## src/rtl/dcache1_wb_queue.sv

```systemverilog
// Victim write-back queue: buffers evicted dcache1 line addresses and hands
// them to L2 over a req/ack handshake, with a pending-line probe for the miss path.
module dcache1_wb_queue #(
    parameter int PADDR_WIDTH = 44,
    parameter int DEPTH       = 4,
    parameter int PTR_WIDTH   = 2
) (
    input  logic                     clk,
    input  logic                     rst,
    input  logic                     in_en,
    input  logic [PADDR_WIDTH-8:0]   in_addr,
    input  logic                     in_valid,
    output logic                     stall,
    output logic                     wb_req,
    output logic [PADDR_WIDTH-8:0]   wb_out_addr,
    input  logic                     wb_ack,
    input  logic [PADDR_WIDTH-8:0]   chk_addr,
    output logic                     chk_hit,
    output logic [PTR_WIDTH:0]       count,
    output logic                     err_ovf
);

    localparam int LINE_W = PADDR_WIDTH - 7;
    localparam logic [PTR_WIDTH:0] CNT_FULL  = (PTR_WIDTH+1)'(DEPTH);
    localparam logic [PTR_WIDTH:0] CNT_STALL = (PTR_WIDTH+1)'(DEPTH - 1);

    logic [LINE_W-1:0]    ent_addr [DEPTH];
    logic [DEPTH-1:0]     ent_vld;
    logic [PTR_WIDTH-1:0] wr_ptr;
    logic [PTR_WIDTH-1:0] rd_ptr;

    logic full;
    logic dup;
    logic push;
    logic pop;
    logic ovf;

    // Duplicate detection includes the head being popped this edge, so a
    // re-eviction of that line merges with the write-back already completing.
    always_comb begin
        dup     = 1'b0;
        chk_hit = 1'b0;
        for (int i = 0; i < DEPTH; i++) begin
            if (ent_vld[i] && (ent_addr[i] == in_addr))
                dup = 1'b1;
            if (ent_vld[i] && (ent_addr[i] == chk_addr))
                chk_hit = 1'b1;
        end
    end

    always_comb begin
        full        = (count == CNT_FULL);
        wb_req      = (count != '0);
        stall       = (count >= CNT_STALL);
        wb_out_addr = wb_req ? ent_addr[rd_ptr] : '0;
        pop         = wb_req & wb_ack;
        push        = in_en & in_valid & ~full & ~dup;
        ovf         = in_en & in_valid &  full & ~dup;
    end

    // Control state: falling edge to line up with the tag array.
    always_ff @(negedge clk or negedge rst) begin
        if (!rst) begin
            ent_vld <= '0;
            wr_ptr  <= '0;
            rd_ptr  <= '0;
            count   <= '0;
            err_ovf <= 1'b0;
        end else begin
            if (pop) begin
                ent_vld[rd_ptr] <= 1'b0;
                rd_ptr          <= rd_ptr + 1'b1;
            end
            if (push) begin
                ent_vld[wr_ptr] <= 1'b1;
                wr_ptr          <= wr_ptr + 1'b1;
            end
            case ({push, pop})
                2'b10:   count <= count + 1'b1;
                2'b01:   count <= count - 1'b1;
                default: count <= count;
            endcase
            if (ovf)
                err_ovf <= 1'b1;
        end
    end

    // Address storage carries no reset; stale slots are masked by ent_vld.
    always_ff @(negedge clk) begin
        if (push)
            ent_addr[wr_ptr] <= in_addr;
    end

endmodule

```

## config.mk

```make
export PLATFORM = sky130hd
export DESIGN_NAME = dcache1_wb_queue
export DESIGN_NICKNAME = d
export VERILOG_FILES = /design/src/rtl/dcache1_wb_queue.sv
export SDC_FILE = /design/constraint.sdc
export NUM_CORES = 1
export LEC_CHECK = 0
export BUFFER_PORTS_ARGS = -buffer_cell sky130_fd_sc_hd__buf_4
export CAP_MARGIN = 20
export CORE_MARGIN = 4
export CORE_UTILIZATION = 59
export DETAILED_ROUTE_END_ITERATION = 10
export PLACE_DENSITY_LB_ADDON = 0.1
export SLEW_MARGIN = 20
export SYNTH_ARGS = -nofsm -noshare
export SYNTH_HDL_FRONTEND = slang
export SYNTH_SLANG_ARGS = --single-unit
```

## constraint.sdc

```tcl
create_clock -name clk -period 3.65 [get_ports clk]
set_input_delay 0.365 -clock clk [delete_from_list [all_inputs] [get_ports clk]]
set_output_delay 0.365 -clock clk [all_outputs]
set_load 0.02 [all_outputs]
```

==> reports/metrics.cfg, run 1 <==
[logic_synthesis]
ys.flop_type = edfxtp_1
synth_compound_area_share_pct = 1.46
synth_xor_area_share_pct = 27.2
synth-edff-count = 148
netlist_area_um2 = 9500
ys_ff_latch = 160
synth_top_family_by_area = XOR/XNOR gates
yosys_warnings = 0
synthMuxAreaShare_pct = 8.99
synthesis.area_per_instance_um2 = 13.5
synthSimpleGateAreaFrac_pct = 9.68
netlist-cell-type-count = 39
syn_inst = 703
yosysSeqAreaShare_pct = 49.9
syn_nets = 792
synthArstFlopShare_pct = 7.50
synthAdderAreaFrac_pct = 1.40

[die]
rows = 46
initial_core_util_pct = 60.0
pin_count = 123
chipHeight_um = 135
die_w_um = 135

[clock_tree]
htreeDepth = 4
postCtsResizedCells = 255
cts-hold-fix-buffers = 0
postCtsSetupBuffers = 53
numCtsBuffers = 17
cts_sinks = 160
clockBufferDepth = 2
cts_root_buf = clkbuf_16

[placed_design]
place.port_buffers = 122
post-dp-hpwl_um = 27500
place_area_um2 = 12800
place_congestion = 1.01

[status]
status = stopped before the end
failing_step = 4_1_cts
stop_error = [ERROR DPL-0038] Utilization greater than 100%, impossible to legalize

-- logic make-up after synthesis --
family,Yosys count
XOR/XNOR,295
buffers and inverters,31
AND/OR/NAND/NOR,151
flip-flops,160
AO/OA/AOI/OAI,17
adder cells (fa/ha/maj),10
multiplexers,39
-- stage by stage --
stage               cells  worst slack (ns)
floorplan             703            -0.748
detailed placement   1269             -1.32
global placement     1269             -1.31
-- cells in the mapped netlist, types with 2 or more instances --
| library cell | instances | area [um2] |
|---|---|---|
| clkbuf_1 | 8 | 30.0 |
| and2_2 | 3 | 22.5 |
| nand3_1 | 4 | 20.0 |
| nand4_1 | 30 | 188 |
| nor3_1 | 4 | 20.0 |
| buf_2 | 4 | 20.0 |
| nor2_1 | 3 | 11.3 |
| mux4_2 | 37 | 833 |
| edfxtp_1 | 148 | 4440 |
| inv_1 | 16 | 60.1 |
| ha_1 | 9 | 113 |
| nor2b_1 | 38 | 238 |
| o22ai_1 | 2 | 12.5 |
| a22o_2 | 4 | 40.0 |
| xor2_1 | 219 | 1920 |
| nor4_1 | 59 | 369 |
| nand2_1 | 6 | 22.5 |
| xnor2_1 | 76 | 666 |
| o21ai_0 | 2 | 10.0 |
| dfrtn_1 | 12 | 300 |
==> run 2, diff against run 1 <==
--- a/config.mk
+++ b/config.mk
@@ -8,9 +8,9 @@
 export BUFFER_PORTS_ARGS = -buffer_cell sky130_fd_sc_hd__buf_4
 export CAP_MARGIN = 20
 export CORE_MARGIN = 4
-export CORE_UTILIZATION = 59
+export CORE_UTILIZATION = 40
 export DETAILED_ROUTE_END_ITERATION = 10
-export PLACE_DENSITY_LB_ADDON = 0.1
+export PLACE_DENSITY_LB_ADDON = 0.15
 export SLEW_MARGIN = 20
 export SYNTH_ARGS = -nofsm -noshare
 export SYNTH_HDL_FRONTEND = slang
==> run 2 against run 1 <==
  * The flow now finishes, with violations (negative setup slack)
  * Synthesized cell count unchanged
  * Area after synthesis unchanged
==> reports/metrics.cfg, run 2 <==
[status]
status = finished, violations left
violations = negative setup slack

[clock_tree]
tritoncts = built
cts_root_buf = clkbuf_16
path_clk_slew_ns = 0.05
clockBufferDepth = 2  ; unchanged
clkLatencyLatePin_ns = 0.48
numCtsBuffers = 17  ; unchanged
htreeDepth = 4  ; unchanged
cts_sinks = 160  ; unchanged

[logic_synthesis]
synth_top_family_by_area = XOR/XNOR gates
synthArstFlopShare_pct = 7.50  ; unchanged
yosys_warnings = 0  ; unchanged
synthAdderAreaFrac_pct = 1.40  ; unchanged
syn_nets = 792  ; unchanged
synth_common_cells = 219 x xor2_1, 148 x edfxtp_1, 76 x xnor2_1, 59 x nor4_1, 38 x nor2b_1
synthMuxAreaShare_pct = 8.99  ; unchanged
synthSimpleGateAreaFrac_pct = 9.68  ; unchanged
syn_inst = 703  ; unchanged
synth_top_area_share_pct = 46.8  ; unchanged
ys.flop_type = edfxtp_1
netlist_area_um2 = 9500  ; unchanged
synth_xor_area_share_pct = 27.2  ; unchanged
yosysSeqAreaShare_pct = 49.9  ; unchanged
synth_largest_area_cell = edfxtp_1
synthMostInstantiatedCell = xor2_1
netlist-cell-type-count = 39  ; unchanged
synth_area_leaders = edfxtp_1 47%, xor2_1 20%, mux4_2 8.8%, xnor2_1 7.0%, nor4_1 3.9%
ys_ff_latch = 160  ; unchanged
synthesis.area_per_instance_um2 = 13.5  ; unchanged
synth-edff-count = 148  ; unchanged
synth_compound_area_share_pct = 1.46  ; unchanged

[grt]
first_global_vias = 9547
antenna_found_initial = 0
overflow = 0
grt_first_pass_wirelength_um = 61600
grt_busiest_layer = met2
grtUsageMet3_pct = 8.88
use_met1_pct = 41.6
grt_max_degree = 21
grt_use_total_pct = 33.1
grt_use_met2_pct = 53.8

[detailed_routing]
drt_pass1_iterations = 5
antenna_left = 0
route.detailed.drc = 0
wl_um = 43600
num_vias = 8705
post_drt_wl_per_cell_um = 27.0
drt_iter0_drc = 859
vias_per_cell = 5.38

[setup_path]
start_kind = flop
reg2reg_depth = 16
critPathKind = reg2out
startpoint = ent_addr[0][0]
crit-reg2reg-launch = ent_addr[2][19]
cp.arrival_ns = 4.31
required_ns = 3.28
cp_max_fo = 2
end_kind = output pin

[cells_and_area]
reg_top3 = ent_addr (148), ent_vld (4), count (3)
fin_nets = 1374
layout.cells.most_common = buf_4
final_area_um2 = 17200
area_delta_synth_final_pct = 81.3
drive_above_1_share_pct = 52.9
largest_reg_flops = 148
final_cell_mix = 288 x buf_4, 161 x inv_1, 148 x edfxtp_1, 141 x xor2_1, 73 x buf_6
regMostFlops = ent_addr
num_antenna_cells = 0

[sta]
setup_tns_ns = -125.07
setup_slack_ns = -1.03
finalHoldViolCount = 0
maxSlewViolCount = 0
finClkSkew_ns = 0.0760
rsz0062_at_grt = true
setup_viol = 196
max_slew.worst_pin.slew_ns = 0.569
max-slew-margin-rel_pct = 61.8

[die]
rows = 56  ; +22%
core_area_um2 = 23400
dieArea_um2 = 26300
pin_count = 123  ; unchanged
initial_core_util_pct = 40.6  ; -19 points
chipHeight_um = 162  ; +20%
die_w_um = 162  ; +20%

[power_and_ir_drop]
peakVddDrop_mv = 0.445
power_leakage_nw = 7.32
p_per_area_nw_per_um2 = 599

[job]
cap_violations = 0

[placed_design]
place_congestion = 0.975  ; -3.4%
place.port_buffers = 122  ; unchanged
place_area_um2 = 13100  ; +2.3%
post-dp-hpwl_um = 29700  ; +8.2%

[worst_hold_path]
whs_path_depth = 1
hp-start = err_ovf
hp-class = reg2reg

[run 2: cell counts after synthesis]
No cell type changed its count.
[run 2: logic make-up after synthesis]
family	Yosys count
flops	160
buf+inv	31
compound gates	17
xor+xnor	295
mux	39
fa+ha+maj	10
simple gates	151
[run 2: metrics by stage]
step / power, mW / utilization, % / std cells / setup WS [ns] / hold slack [ns]
final: 10.3 / 73.6 / 1617 / -1.03 / 0.473
after global routing: 10.8 / 73.6 / 1617 / -1.12 / 0.487
after CTS: 10.2 / 73.0 / 1618 / -1.05 / 0.497
after detailed placement: 6.62 / 55.8 / 1392 / -1.31 / 0.490
after global placement: 6.59 / 55.8 / 1392 / -1.31 / 0.464
after floorplan: 4.74 / - / 703 / -0.748 / 0.452
[run 2: routing by layer]
| metal | vias to the layer above | part of all wire (%) |
|---|---|---|
| li1 | 3720 | - |
| met1 | 4343 | 38 |
| met2 | 518 | 48 |
| met3 | 124 | 8.9 |
| met4 | 0 | 4.7 |
| met5 | - | 0 |
[run 2: timing repair]
action	in CTS	in global routing
resized for setup	339	57
hold buffers	0	0
pin swaps	88	21
endpoints found under the setup margin	196	196
setup buffers	37	14
gates cloned	20	2
[run 2: critical path: stages, from the launching register on]
cell	delay [ns]
edfxtp_1	0.44
xnor2_2	0.17
buf_4	0.15
nand4_1	0.23
nor4_4	0.38
nand4_1	0.22
o22ai_1	0.16
or3_4	0.16
buf_6	0.11
[run 2: area by class of cell]
| cell class | instances | area [um2] |
|---|---|---|
| Clock buffer | 17 | 425 |
| Clock inverter | 163 | 741 |
| Fill cell | 1549 | 6180 |
| Inverter | 15 | 61.3 |
| Multi-Input combinational cell | 512 | 6450 |
| Sequential cell | 160 | 4740 |
| Tap cell | 319 | 399 |
| Timing Repair Buffer | 431 | 4410 |
[run 2: where the power goes]
group | leakage (nW) | switching [mW] | internal [mW]
Combinational | 4.74 | 2.51 | 2.75
Sequential | 1.48 | 0.193 | 2.29
Clock | 1.09 | 1.31 | 1.26
[run 2: final timing paths]
kind                         endpoint  slack [ns]
max                           chk_hit       -1.03
min                           err_ovf        0.47
max reg2reg                  count[2]        0.53
min reg2reg                   err_ovf        0.47
max in group asynchronous  ent_vld[3]        1.97
min in group asynchronous    count[1]        1.49
No activity file was read; power rests on OpenSTA's default activity.
==> run 3, diff against run 2 <==
--- a/config.mk
+++ b/config.mk
@@ -11,6 +11,7 @@
 export CORE_UTILIZATION = 40
 export DETAILED_ROUTE_END_ITERATION = 10
 export PLACE_DENSITY_LB_ADDON = 0.15
+export SETUP_SLACK_MARGIN = 0.15
 export SLEW_MARGIN = 20
 export SYNTH_ARGS = -nofsm -noshare
 export SYNTH_HDL_FRONTEND = slang
==> run 3 against run 2 <==
  * The flow still finishes with violations (negative setup slack)
  * Sequential power about the same
  * Sequential cell count unchanged
  * Worst setup slack better by 0.074 ns
  * Wire length decreased by 5.6%
  * Die area stayed put
  * Critical endpoint unchanged
  * Largest cell class unchanged
  * Clock-buffer cell count is 1 higher
  * Cell count down 0.62%
  * Worst hold slack worse by 0.018 ns
==> reports/metrics.cfg, run 3 (synthesized netlist as in run 2, its figures left out) <==
[grt]
grt_use_total_pct = 31.3  ; -1.8 points
antenna_found_initial = 0  ; unchanged
first_global_vias = 9546  ; -0.010%
overflow = 0  ; unchanged
grt_first_pass_wirelength_um = 59300  ; -3.6%
grt_max_degree = 25  ; +19%

[clock_tree]
numCtsBuffers = 17  ; unchanged
cts_root_buf = clkbuf_16
clockBufferDepth = 2  ; unchanged
htreeDepth = 4  ; unchanged
path_clk_slew_ns = 0.05  ; about the same
cts_sinks = 160  ; unchanged
cts-hold-fix-buffers = 0  ; unchanged
tritoncts = built
clkLatencyLatePin_ns = 0.48  ; about the same

[cells_and_area]
final_cell_mix = 295 x buf_4, 170 x xor2_1, 161 x inv_1, 148 x edfxtp_1, 75 x buf_6
area_delta_synth_final_pct = 73.9
layout.cells.most_common = buf_4
fin_nets = 1365  ; -0.66%
reg_top3 = ent_addr (148), ent_vld (4), count (3)
regMostFlops = ent_addr
drive_above_1_share_pct = 49.8  ; -3.1 points
layout.cells.non_filler = 1607  ; -0.62%
num_antenna_cells = 0  ; unchanged
largest_reg_flops = 148  ; unchanged

[detailed_routing]
post_drt_wl_per_cell_um = 25.6  ; -5.0%
antenna_left = 0  ; unchanged
num_vias = 8841  ; +1.6%
drt_iter0_drc = 1064  ; +24%
drt_pass1_iterations = 5  ; unchanged
vias_per_cell = 5.50  ; +2.2%
wl_um = 41200  ; -5.6%
route.detailed.drc = 0  ; unchanged

[placed_design]
place_congestion = 1.04  ; +6.6%
dp_cells = 1369  ; -1.7%
post-dp-hpwl_um = 28300  ; -4.7%
place.port_buffers = 122  ; unchanged

[power_and_ir_drop]
power_leakage_nw = 7.12  ; -2.7%
peakVddDrop_mv = 0.367  ; -18%
p_per_area_nw_per_um2 = 622  ; +3.8%

[sta]
maxSlewViolCount = 0  ; unchanged
max-slew-margin-rel_pct = 64.5  ; +2.7 points
rsz0062_at_grt = true
max_slew.worst_pin.slew_ns = 0.530  ; -0.0389 ns
fin_hold_ws_ns = 0.455  ; -0.0177 ns
finalHoldViolCount = 0  ; unchanged
setup_viol = 196  ; unchanged
setup_slack_ns = -0.952  ; +0.0738 ns
finClkSkew_ns = 0.0769  ; +0.000934 ns

[die]
chipHeight_um = 162  ; unchanged
core_area_um2 = 23400  ; unchanged
initial_core_util_pct = 40.6  ; unchanged
dieArea_um2 = 26300  ; unchanged
pin_count = 123  ; unchanged
rows = 56  ; unchanged
die_w_um = 162  ; unchanged

[worst_hold_path]
hp-class = reg2reg

[setup_path]
end_kind = output pin
cp.arrival_ns = 4.24  ; -0.07 ns
required_ns = 3.28  ; about the same
cp_max_fo = 2  ; unchanged
critPathKind = reg2out
ff2ff_setup_slack_ns = 0.56  ; +0.03 ns
start_kind = flop

[status]
status = finished, violations left
violations = negative setup slack

[job]
cap_violations = 0  ; unchanged

==> run 3: changes by cell type in the layout (fill, tap and decap cells not counted), sizes merged <==
cell	delta
buf	-6
bufbuf	-1
clkbuf	-1
clkinvlp	+1
inv	-3
==> run 3: path summary, 6_finish.rpt <==
kind / endpoint / start / cells past startpoint
worst max register to register: ent_addr[2][27] / ent_addr[1][6] / 13
worst max-delay path: chk_hit / ent_addr[0][5] / 7
min in group asynchronous: count[2] / rst / 1
max in group asynchronous: ent_vld[3] / rst / 1
worst min register to register: err_ovf / err_ovf / 1
worst min-delay path: err_ovf / err_ovf / 1
==> run 3: repair_timing <==
item / in CTS / in global routing
pin swaps: 53 / 5
setup buffers: 37 / 2
resized for setup: 213 / 25
gates cloned: 21 / 0
endpoints found under the setup margin: 197 / 198
==> run 3: power breakdown <==
part           internal (mW)  switching, mW  leakage (nW)  total [mW]
Clock                   1.24           1.23          1.08        2.47
Combinational           2.85           2.47          4.56        5.33
Sequential              2.29          0.190          1.48        2.48
==> run 3: per-layer routing <==
metal	GRT usage, %	vias up	share of wire, %
met1	39.4	4385	37
met2	49.7	597	47
li1	-	3720	-
met3	7.43	139	10
met4	18.0	0	5.5
met5	0	-	0
==> run 3: critical path: stages (launching register included) <==
cell and delay (ns):
edfxtp_1 0.44, xnor2_2 0.27, nand4_1 0.20, nor4_2 0.36, nand4_1 0.21, o22ai_1 0.19, or3_4 0.17, buf_6 0.11
==> run 3: through the flow <==
stage               TNS (ns)  total power, mW  utilization, %  instance area (um2)  setup slack [ns]
detailed placement   -172.61             6.72            55.8                13100             -1.22
floorplan             -84.38             5.01               -                 9900            -0.748
CTS                  -100.97             10.2            69.8                16300            -0.828
finish               -116.20             10.3            70.6                16500            -0.952
global route         -120.83             10.7            70.6                16500            -0.960
global placement     -171.69             6.67            55.8                13100             -1.26
==> run 3: area by class of cell <==
| type | count | area, um2 |
|---|---|---|
| clock buffer | 18 | 439 |
| clock inverter | 161 | 692 |
| fill | 1612 | 6880 |
| inverter | 15 | 61.3 |
| multi-input combinational | 512 | 5930 |
| sequential | 160 | 4740 |
| tap | 319 | 399 |
| timing repair buffer | 422 | 4260 |
==> run 4, diff against run 3 <==
--- a/config.mk
+++ b/config.mk
@@ -12,6 +12,7 @@
 export DETAILED_ROUTE_END_ITERATION = 10
 export PLACE_DENSITY_LB_ADDON = 0.15
 export SETUP_SLACK_MARGIN = 0.15
+export SKIP_LAST_GASP = 1
 export SLEW_MARGIN = 20
 export SYNTH_ARGS = -nofsm -noshare
 export SYNTH_HDL_FRONTEND = slang
==> run 4 against run 3 <==
  * The flow still finishes with violations (negative setup slack)
  * Critical path depth stayed put
  * Total power is 0.93% higher
  * Sequential power hardly changed
  * Design area is 1.3% higher
  * Sequential share of layout area is 0.36 points lower
  * Sequential cell count stayed put
  * Die area stayed put
  * Global-route usage is 0.11 points higher
  * Critical path type unchanged
  * Critical endpoint unchanged
  * Highest routed layer unchanged
==> reports/metrics.cfg, run 4 (synthesized netlist as in run 2, its figures left out) <==
[setup_path]
cp.arrival_ns = 4.27  ; +0.03 ns
critPathKind = reg2out
start_kind = flop
end_kind = output pin
required_ns = 3.28  ; about the same
cp_max_fo = 2  ; unchanged

[detailed_routing]
post_drt_wl_per_cell_um = 26.0  ; +1.5%
num_vias = 8855  ; +0.16%
vias_per_cell = 5.48  ; -0.34%
drt_iter0_drc = 975  ; -8.4%
drt_pass1_iterations = 8  ; +3
antenna_left = 0  ; unchanged
wl_um = 42000  ; +2.0%
route.detailed.drc = 0  ; unchanged

[clock_tree]
clockBufferDepth = 2  ; unchanged
cts_root_buf = clkbuf_16
cts_sinks = 160  ; unchanged
cts-hold-fix-buffers = 0  ; unchanged
path_clk_slew_ns = 0.05  ; about the same
htreeDepth = 4  ; unchanged
tritoncts = built
numCtsBuffers = 17  ; unchanged
clkLatencyLatePin_ns = 0.48  ; about the same

[die]
initial_core_util_pct = 40.6  ; unchanged
core_area_um2 = 23400  ; unchanged
dieArea_um2 = 26300  ; unchanged
chipHeight_um = 162  ; unchanged
pin_count = 123  ; unchanged
rows = 56  ; unchanged
die_w_um = 162  ; unchanged

[cells_and_area]
drive_above_1_share_pct = 50.4  ; +0.62 points
area_delta_synth_final_pct = 76.1
fin_nets = 1373  ; +0.59%
num_antenna_cells = 0  ; unchanged
fillCellCount = 1569  ; -2.7%
reg_top3 = ent_addr (148), ent_vld (4), count (3)
final_area_um2 = 16700  ; +1.3%
layout.cells.most_common = buf_4
largest_reg_flops = 148  ; unchanged
regMostFlops = ent_addr
layout.cells.non_filler = 1615  ; +0.50%
final_cell_mix = 291 x buf_4, 166 x xor2_1, 161 x inv_1, 148 x edfxtp_1, 84 x buf_6

[sta]
max_slew.worst_pin.slew_ns = 0.534  ; +0.00386 ns
rsz0062_at_grt = true
finClkSkew_ns = 0.0804  ; +0.00352 ns
max-slew-margin-rel_pct = 64.1  ; -0.47 points
setup_slack_ns = -0.990  ; -0.0381 ns
fin_hold_ws_ns = 0.455  ; +0.000400 ns
setup_viol = 197  ; +0.51%
maxSlewViolCount = 0  ; unchanged
finalHoldViolCount = 0  ; unchanged

[placed_design]
place_congestion = 1.04  ; unchanged
dp_cells = 1369  ; unchanged
place_area_um2 = 13100  ; unchanged
place_ws_ns = -1.22  ; unchanged
post-dp-hpwl_um = 28300  ; unchanged
place.port_buffers = 122  ; unchanged

[grt]
grt_busiest_layer = met2
first_global_vias = 9501  ; -0.47%
grt_use_total_pct = 31.4  ; +0.11 points
grt_max_degree = 25  ; unchanged
use_met1_pct = 39.7  ; +0.28 points
grtUsageMet3_pct = 7.64  ; +0.20 points
grt_use_met2_pct = 49.6  ; -0.076 points
grt_first_pass_wirelength_um = 59400  ; +0.16%
overflow = 0  ; unchanged
antenna_found_initial = 0  ; unchanged

[status]
violations = negative setup slack
status = finished, violations left

[power_and_ir_drop]
peakVddDrop_mv = 0.366  ; -0.14%
power_leakage_nw = 7.19  ; +0.96%
p_per_area_nw_per_um2 = 620  ; -0.34%
power.total_mw = 10.4  ; +0.93%

[job]
cap_violations = 0  ; unchanged

[worst_hold_path]
hp-class = reg2reg

==> run 4: cell count changes in the layout (fill, tap and decap cells not counted), sizes merged <==
cell  before  now
buf      421  429
==> run 4: worst paths after layout <==
kind,from,endpoint,slack [ns],cells after the start
setup / recovery,ent_addr[0][7],chk_hit,-0.99,7
hold / removal,err_ovf,err_ovf,0.46,1
setup reg to reg,ent_addr[0][2],count[2],0.59,15
hold reg to reg,err_ovf,err_ovf,0.46,1
max in group asynchronous,rst,ent_vld[3],1.95,1
min in group asynchronous,rst,count[2],1.50,1
==> run 4: metal layers <==
metal / up-vias / wire length [um] / share of wire (%)
met3: 172 / 4180 / 9.9
met4: 0 / 2470 / 5.9
met1: 4365 / 15600 / 37
met5: - / 0 / 0
met2: 589 / 19800 / 47
li1: 3729 / - / -
==> run 4: where the power goes <==
| part | switching (mW) | internal, mW | leakage [nW] | total (mW) |
|---|---|---|---|---|
| combinational | 2.52 | 2.89 | 4.63 | 5.41 |
| sequential | 0.193 | 2.29 | 1.48 | 2.48 |
| clock | 1.23 | 1.24 | 1.08 | 2.47 |
| total | 3.94 | 6.43 | 7.19 | 10.4 |
==> run 4: stage by stage <==
stage	TNS [ns]	utilization [%]
floorplan	-84.38	-
global placement	-171.69	55.8
detailed placement	-172.61	55.8
CTS	-101.28	69.5
global route	-124.11	71.5
finish	-123.21	71.5
==> run 4: worst max-delay path, stage by stage, from the launching register on <==
cell and delay [ns]:
edfxtp_1 0.43, xnor2_2 0.25, nand4_1 0.28, nor4_2 0.31
nand4_1 0.23, o22ai_1 0.20, or3_4 0.18, buf_6 0.11
==> run 4: repair_timing <==
| item | in CTS | in global routing |
|---|---|---|
| gates resized for setup | 197 | 59 |
| setup endpoints to repair | 197 | 198 |
| gates cloned | 21 | 0 |
| pin swaps | 53 | 12 |
| buffers inserted | 37 | 10 |
==> run 4: area by class of cell <==
type / instances / area [um2] / area share [%]
flip-flops and latches: 160 / 4740 / 28.3
well taps: 319 / 399 / 2.38
multi-input cells: 512 / 6010 / 35.9
clock inverters: 161 / 692 / 4.13
inverters: 15 / 61.3 / 0.366
clock buffers: 18 / 439 / 2.62
repair buffers: 430 / 4390 / 26.2
